===== src/rtl/cpu_int_sequencer.sv =====
// 6502 interrupt/reset entry sequencer: arbitrates RESET/NMI/BRK/IRQ at instruction
// boundaries, pushes PC and P onto the stack, fetches the vector and hands back PC/SP/I.
module cpu_int_sequencer #(
    parameter logic [7:0]  STACK_PAGE = 8'h01,
    parameter logic [15:0] VEC_NMI    = 16'hFFFA,
    parameter logic [15:0] VEC_RST    = 16'hFFFC,
    parameter logic [15:0] VEC_IRQ    = 16'hFFFE
) (
    input  logic        Clk,
    input  logic        Reset_n,
    input  logic        boundary,
    input  logic        brk,
    input  logic        nmi_n,
    input  logic        irq_n,
    input  logic        i_flag,
    input  logic [15:0] pc_in,
    input  logic [7:0]  sp_in,
    input  logic [7:0]  p_in,
    input  logic [7:0]  mem_rdata,
    output logic [15:0] mem_addr,
    output logic [7:0]  mem_wdata,
    output logic        mem_we,
    output logic        busy,
    output logic        pc_load,
    output logic [15:0] pc_out,
    output logic        sp_load,
    output logic [7:0]  sp_out,
    output logic        set_i,
    output logic [1:0]  src
);

    typedef enum logic [2:0] {IDLE, PCH, PCL, PSH, VLO, VHI, FIN} state_t;

    localparam logic [1:0] SRC_RST = 2'd0;
    localparam logic [1:0] SRC_NMI = 2'd1;
    localparam logic [1:0] SRC_BRK = 2'd2;
    localparam logic [1:0] SRC_IRQ = 2'd3;

    state_t      state_q, state_d;
    logic        nmi_s1, nmi_s2, irq_s1, irq_s2;
    logic        nmi_pend, rst_pend;
    logic [1:0]  src_q, acc_src;
    logic        accept;
    logic [7:0]  ptr, push_p, lo;
    logic [15:0] push_pc, vec_q;
    logic        vec_nmi_q;

    // nmi_set fires in the cycle the synchronised line is about to fall, so a
    // vector decision on that same edge already sees the new NMI.
    logic nmi_set, nmi_hit, irq_req;
    assign nmi_set = nmi_s2 & ~nmi_s1;
    assign nmi_hit = nmi_pend | nmi_set;
    assign irq_req = ~irq_s2 & ~i_flag;
    assign src     = src_q;

    always_ff @(posedge Clk or negedge Reset_n) begin
        if (!Reset_n) state_q <= IDLE;
        else          state_q <= state_d;
    end

    always_comb begin
        state_d   = state_q;
        accept    = 1'b0;
        acc_src   = SRC_IRQ;
        mem_addr  = 16'h0000;
        mem_wdata = 8'h00;
        mem_we    = 1'b0;
        busy      = 1'b0;
        pc_load   = 1'b0;
        pc_out    = 16'h0000;
        sp_load   = 1'b0;
        sp_out    = 8'h00;
        set_i     = 1'b0;
        case (state_q)
            IDLE: begin
                if (rst_pend) begin
                    accept  = 1'b1;
                    acc_src = SRC_RST;
                end else if (boundary) begin
                    if (nmi_hit) begin
                        accept  = 1'b1;
                        acc_src = SRC_NMI;
                    end else if (brk) begin
                        accept  = 1'b1;
                        acc_src = SRC_BRK;
                    end else if (irq_req) begin
                        accept  = 1'b1;
                        acc_src = SRC_IRQ;
                    end
                end
                if (accept) state_d = PCH;
            end
            PCH: begin
                busy      = 1'b1;
                mem_addr  = {STACK_PAGE, ptr};
                mem_wdata = push_pc[15:8];
                mem_we    = (src_q != SRC_RST);
                state_d   = PCL;
            end
            PCL: begin
                busy      = 1'b1;
                mem_addr  = {STACK_PAGE, ptr};
                mem_wdata = push_pc[7:0];
                mem_we    = (src_q != SRC_RST);
                state_d   = PSH;
            end
            PSH: begin
                busy      = 1'b1;
                mem_addr  = {STACK_PAGE, ptr};
                mem_wdata = push_p;
                mem_we    = (src_q != SRC_RST);
                state_d   = VLO;
            end
            VLO: begin
                busy     = 1'b1;
                mem_addr = vec_q;
                state_d  = VHI;
            end
            VHI: begin
                busy     = 1'b1;
                mem_addr = vec_q + 16'd1;
                state_d  = FIN;
            end
            FIN: begin
                busy    = 1'b1;
                pc_load = 1'b1;
                pc_out  = {mem_rdata, lo};
                sp_load = 1'b1;
                sp_out  = ptr;
                set_i   = 1'b1;
                state_d = IDLE;
            end
            default: state_d = IDLE;
        endcase
    end

    always_ff @(posedge Clk or negedge Reset_n) begin
        if (!Reset_n) begin
            nmi_s1   <= 1'b1;
            nmi_s2   <= 1'b1;
            irq_s1   <= 1'b1;
            irq_s2   <= 1'b1;
            nmi_pend <= 1'b0;
            rst_pend <= 1'b1;
        end else begin
            nmi_s1   <= nmi_n;
            nmi_s2   <= nmi_s1;
            irq_s1   <= irq_n;
            irq_s2   <= irq_s1;
            nmi_pend <= nmi_set | (nmi_pend & ~(state_q == VLO && vec_nmi_q));
            if (state_q == FIN) rst_pend <= 1'b0;
        end
    end

    always_ff @(posedge Clk or negedge Reset_n) begin
        if (!Reset_n) begin
            src_q     <= SRC_RST;
            ptr       <= 8'h00;
            push_pc   <= 16'h0000;
            push_p    <= 8'h00;
            vec_q     <= 16'h0000;
            vec_nmi_q <= 1'b0;
            lo        <= 8'h00;
        end else begin
            if (accept) begin
                src_q   <= acc_src;
                ptr     <= sp_in;
                push_pc <= (acc_src == SRC_BRK) ? pc_in + 16'd2 : pc_in;
                push_p  <= (p_in & 8'hEF) | 8'h20 | {3'b000, acc_src == SRC_BRK, 4'h0};
            end
            if (state_q == PCH || state_q == PCL || state_q == PSH) ptr <= ptr - 8'd1;
            // Late NMI hijacks a BRK/IRQ entry; the pushed B bit is left as it was.
            if (state_q == PSH) begin
                if (src_q == SRC_RST) begin
                    vec_q     <= VEC_RST;
                    vec_nmi_q <= 1'b0;
                end else if (nmi_hit) begin
                    vec_q     <= VEC_NMI;
                    vec_nmi_q <= 1'b1;
                    src_q     <= SRC_NMI;
                end else begin
                    vec_q     <= VEC_IRQ;
                    vec_nmi_q <= 1'b0;
                end
            end
            if (state_q == VHI) lo <= mem_rdata;
        end
    end

endmodule

===== config.mk =====
export PLATFORM = sky130hd
export DESIGN_NAME = cpu_int_sequencer
export DESIGN_NICKNAME = d
export VERILOG_FILES = /design/src/rtl/cpu_int_sequencer.sv
export SDC_FILE = /design/constraint.sdc
export NUM_CORES = 1
export LEC_CHECK = 0
export BUFFER_PORTS_ARGS = -buffer_cell sky130_fd_sc_hd__clkbuf_2
export CAP_MARGIN = 10
export CORE_ASPECT_RATIO = 1.2
export CORE_MARGIN = 5
export CORE_UTILIZATION = 40
export CTS_CLUSTER_SIZE = 25
export DETAILED_ROUTE_END_ITERATION = 6
export PLACE_DENSITY = 0.68
export SETUP_SLACK_MARGIN = 0.15
export SYNTH_ARGS = -nofsm -noshare
export SYNTH_HDL_FRONTEND = slang
export SYNTH_SLANG_ARGS = --single-unit

===== constraint.sdc =====
create_clock -name Clk -period 3.9 [get_ports Clk]
set_input_delay 0.195 -clock Clk [delete_from_list [all_inputs] [get_ports Clk]]
set_output_delay 0.195 -clock Clk [all_outputs]
set_load 0.02 [all_outputs]

==> results of run 1 <==
==> placed cells by master (no fill, tap or decap), types with 6 or more instances in the layout <==
| cell | n |
|---|---|
| nor2b_1 | 6 |
| a22oi_1 | 8 |
| nand4_1 | 8 |
| nand2_1 | 61 |
| mux2_2 | 16 |
| nor3_1 | 14 |
| o21ai_0 | 23 |
| and2_1 | 25 |
| inv_1 | 6 |
| nand3_1 | 7 |
| nor2_1 | 20 |
| xor2_1 | 11 |
| dfrtp_1 | 50 |
| clkbuf_2 | 99 |
==> worst paths after layout <==
path / end / startpoint / cells past startpoint
setup / recovery: mem_addr[1] / state_q[0]$_DFFE_PN0P_ / 4
hold / removal: push_p[7]$_DFFE_PN0N_ / p_in[7] / 3
setup reg to reg: push_pc[12]$_DFFE_PN0N_ / state_q[0]$_DFFE_PN0P_ / 5
hold reg to reg: irq_s2$_DFF_PN1_ / irq_s1$_DFF_PN1_ / 0
max in group asynchronous: push_p[4]$_DFFE_PN0N_ / Reset_n / 3
min in group asynchronous: lo[3]$_DFFE_PN0N_ / Reset_n / 2
==> stage by stage <==
| stage | instances | hold WS (ns) |
|---|---|---|
| floorplan | 343 | -0.1006 |
| global placement | 513 | 0.05744 |
| detailed placement | 513 | 0.06256 |
| CTS | 524 | 0.06740 |
| global route | 524 | 0.06466 |
| finish | 524 | 0.07375 |
==> power groups by stage <==
stage / sequential (mW) / clock (mW) / combinational, mW
after floorplan: 0.951 / 0 / 1.19
after global placement: 1.05 / 0 / 1.48
after detailed placement: 1.06 / 0 / 1.51
after CTS: 1.05 / 0.325 / 1.51
after global routing: 1.09 / 0.353 / 1.66
final: 1.05 / 0.311 / 1.50
==> per-layer routing <==
metal	global-route usage, %	part of all wire (%)	up-vias
li1	-	-	1359
met1	21.80	44	1307
met2	26.90	48	80
met3	4.491	6.5	8
met4	5.106	1.3	0
met5	0	0	-
==> worst register-to-register path, cell delays in order, from the launching register on <==
cell	delay (ns)
dfrtp_1	0.69
or3_4	0.57
nor3b_4	0.51
nand3_2	0.17
or3_1	0.34
a31oi_1	0.17
==> logic make-up after synthesis <==
group / after synthesis / synth area share (%)
compound gates: 60 / 13.09
fa+ha+maj: 2 / 0.8005
simple gates: 163 / 26.30
xor+xnor: 12 / 3.363
mux: 19 / 6.725
buf+inv: 32 / 5.484
flops: 55 / 44.24
==> area by class of cell <==
class,count,share of cell area [%]
Multi-Input combinational cell,256,42.02
Sequential cell,55,36.97
Timing Repair Buffer,107,15.06
Tap cell,92,3.078
Clock buffer,6,1.940
Inverter,6,0.6022
Clock inverter,2,0.3346
==> state kept, by name, summed over array words and instances (netlist names) <==
register / count
ptr: 8
nmi_s1: 1
lo: 8
push_pc: 16
vec_q: 3
push_p: 8
irq_s1: 1
nmi_s2: 1
src: 2
vec_nmi_q: 1
state_q: 3
irq_s2: 1
nmi_pend: 1
rst_pend: 1
==> out/results.ini, run 1 <==
[global_routing]
grt_pass1_vias=2746
antenna_found_initial=0
grt_pass1_wl_mm=13.34
gr-total-overflow=0
track_usage_pct=16.66
grt_max_degree=48

[sta]
hold_viol=0
setup_ws_ns=1.121
finClkSkew_ns=0.01306
worstMarginPinSlew_ns=0.8067
fmax_mhz=359.9
timing.setup.tns_ns=0
post-route-period-util_pct=71.25
grt_setup_unrepaired=no
period_needed_ns=2.779
setup-violations-final=0
drv_slew=0
relSlewSlack_pct=46.22

[synth]
ys_seq_area_share_pct=44.24
synth-edff-count=0
synth.area.top_cells=dfrtp_1, nand2_1, mux2_2
synth.avg_cell_area_um2=9.112
ys_ff_latch=55
syn_area_um2=3125
synthArstFlopShare_pct=100.0
syn_inst=343
ys_types=52
synth_common_cells=nand2_1, dfrtp_1, and2_1
synth.most_common_cell=nand2_1
yosysTopAreaCellShare_pct=40.03
syn_nets=392
ys.flop_type=dfrtp_1
yosysTopAreaCell=dfrtp_1
synth_warnings=0

[routing]
first_pass_iters=4
first_iter_violations=190
vias=2754
wl_mm=7.805
post_drt_wl_per_cell_um=14.90
drcViolationCount=0
ant_nets=0
viasPerCell=5.256

[floorplan]
die_x_um=90.70
start_util_pct=40.78
ios=102
core-area_um2=7664
die_area_um2=9689
row_count=35
die_h_um=106.8

[setup_path]
max_stage_delay_ns=0.88
worstPathMaxFanout=22
cp_slowest_cell=dfrtp_1
path_delay_family=simple AND/OR/NAND/NOR gates
arrival_ns=2.58
worstSetupStartpointType=flop
critPathRequiredTime_ns=3.70
cp_cell_sequence=nor2_1 -> nor2_1 -> a22o_1 -> clkbuf_2
reg2reg_slack_ns=1.38
cp_common_cell=nor2_1
crit_path_end_kind=output port
worst-path-buf-inv=1
path_class=flop to output port

[power_and_ir_drop]
p_sw_share_pct=46.32
total_power_mw=2.859
p_sw_mw=1.324
ir_drop_v=0.0004256
leakagePower_nw=1.799
p_clk_share_pct=10.9
power_density_nw_per_um2=764.6
pwr-share-seq_pct=36.8
p_int_mw=1.535
pwr-share-comb_pct=52.4

[clock_tree]
cts_setup_buffers=0
clockRootBuffer=clkbuf_8
clk_latency_ns=0.31
numClockSinks=55
ctsResizeCount=0
cts_max_path_buffers=2
cts_tree=yes
hold_buffers=3
cts_max_level=2
clkTransAtPathRegs_ns=0.10
numCtsBuffers=5

[cells_and_area]
fin_util_pct=48.80
area_delta_synth_final_pct=19.66
multiInputGateArea_um2=1572
nFillCells=747
antenna_cells=0
layout.nets=480
register_area_um2=1383
finalInstanceArea_um2=3740
drive_above_1_share_pct=32.87

[placed_design]
globalplace.congestion=0.8516
dp_hpwl_mm=5.878
io_buffers=99
place_ws_ns=1.386
place_area_um2=3625

[outcome]
outcome=finished, final reports clean

[run]
drv_cap=0

[worst_hold_path]
min_path_type=input port to flop

No activity file was read; power rests on OpenSTA's default activity.
==> inputs of run 2 (changes only) <==
==> constraint.sdc (replaced) <==
create_clock -name Clk -period 2.6 [get_ports Clk]
set_input_delay 0.13 -clock Clk [delete_from_list [all_inputs] [get_ports Clk]]
set_output_delay 0.13 -clock Clk [all_outputs]
set_load 0.02 [all_outputs]
==> run 2 against run 1 <==
Flip-flop and latch count unchanged; first-iteration DRC count decreased by 21%; global-route usage decreased by 0.40 points; via count increased by 0.40%; clock skew increased by 0.0036 ns; utilization increased by 1.3 points; clock power increased by 68%; count of clock-buffer cells in the layout increased by 1; sequential share of layout area decreased by 0.95 points; critical path type unchanged; largest cell class unchanged; highest routed layer unchanged.
==> out/results.ini, run 2 (synthesis results as in run 1) <==
[clock_tree]
clockRootBuffer=clkbuf_8
numClockSinks=55
cts_max_path_buffers=2
numCtsBuffers=5
ctsResizeCount=0
cts_max_level=2
clkTransAtPathRegs_ns=0.10
cts_tree=yes
cts_setup_buffers=0
clk_latency_ns=0.31
hold_buffers=5

[global_routing]
track_usage_pct=16.26
antenna_found_initial=0
grt_max_degree=56
grt_pass1_wl_mm=12.97
gr-total-overflow=0
grt_pass1_vias=2627

[floorplan]
ios=102
die_h_um=106.8
start_util_pct=40.78
die_area_um2=9689
core-area_um2=7664
die_x_um=90.70
row_count=35

[routing]
first_pass_iters=4
post_drt_wl_per_cell_um=14.80
vias=2765
drcViolationCount=0
first_iter_violations=150
ant_nets=0
viasPerCell=5.197
wl_mm=7.871

[cells_and_area]
nFillCells=740
final_cell_mix=clkbuf_2, nand2_1, dfrtp_1, and2_1, o21ai_0
largest_reg_flops=16
layout.nets=488
top_register=push_pc
layout_commonest_cell=clkbuf_2
fin_util_pct=50.09
drive_above_1_share_pct=33.64
area_delta_synth_final_pct=22.82
antenna_cells=0
finalInstanceArea_um2=3839
layout.cells.non_filler=532

[outcome]
outcome=finished, final reports clean

[placed_design]
io_buffers=99
place_inst=518
dp_hpwl_mm=5.875
place_area_um2=3675
globalplace.congestion=0.8222

[worst_hold_path]
min_path_type=input port to flop
hp-start=p_in[7]

[sta]
post-route-period-util_pct=87.65
timing.setup.tns_ns=0
fmax_mhz=438.8
setup-violations-final=0
drv_slew=0
relSlewSlack_pct=49.48
period_needed_ns=2.279
worstMarginPinSlew_ns=0.7563
hold_viol=0
finClkSkew_ns=0.01670
grt_setup_unrepaired=no

[power_and_ir_drop]
power_density_nw_per_um2=1151
leakagePower_nw=1.853
ir_drop_v=0.0006078

[setup_path]
worstSetupStartpointType=flop
regToRegStartpoint=irq_s2$_DFF_PN1_
path_class=flop to output port
crit_start=state_q[1]$_DFFE_PN0P_
critPathRequiredTime_ns=2.47
worstPathMaxFanout=19
arrival_ns=2.15
crit_path_end_kind=output port

[run]
drv_cap=0

-- run 2: report_power, final --
group / internal [mW] / switching [mW] / total, mW
Sequential: 1.23 / 0.249 / 1.47
Clock: 0.243 / 0.279 / 0.522
Combinational: 0.945 / 1.48 / 2.42
Total: 2.41 / 2.00 / 4.42
-- run 2: critical path, cell delays in order (launching register included) --
cell      delay (ns)
dfrtp_1         0.36
buf_4           0.26
nor2b_1         0.66
a22oi_1         0.26
nor2_1          0.13
clkbuf_2        0.18
-- run 2: routing by layer --
layer  GRT usage [%]  up-vias  wire length (um)
li1                -     1368                 -
met1           21.39     1297              3344
met2           26.06       92              3834
met3           4.421        8               590
met4           5.000        0               101
met5               0        -                 0
-- run 2: through the flow --
stage / hold slack (ns) / worst slack, ns / total power, mW
floorplan: -0.1656 / 0.7962 / 3.213
global placement: 0.2207 / 0.4942 / 3.864
detailed placement: 0.2189 / 0.4362 / 3.919
CTS: 0.000009881 / 0.3617 / 4.458
global route: 0.003985 / 0.2328 / 4.759
finish: 0.01012 / 0.3212 / 4.416
-- run 2: final timing paths --
kind	slack [ns]	cells after the start	to
max in group asynchronous	1.65	3	push_p[1]$_DFFE_PN0N_
hold / removal	0.01	3	push_p[7]$_DFFE_PN0N_
hold reg to reg	0.36	0	irq_s2$_DFF_PN1_
setup / recovery	0.32	5	mem_wdata[5]
min in group asynchronous	0.47	3	lo[4]$_DFFE_PN0N_
setup reg to reg	0.41	6	push_pc[7]$_DFFE_PN0N_
-- run 2: cell type report --
cell class	count	area (um2)	share of cell area (%)
clock inverter	1	7.507	0.1956
multi-input combinational	256	1572	40.94
tap	92	115.1	2.999
timing repair buffer	115	643.1	16.75
sequential	55	1383	36.02
inverter	6	22.52	0.5867
clock buffer	7	96.34	2.510
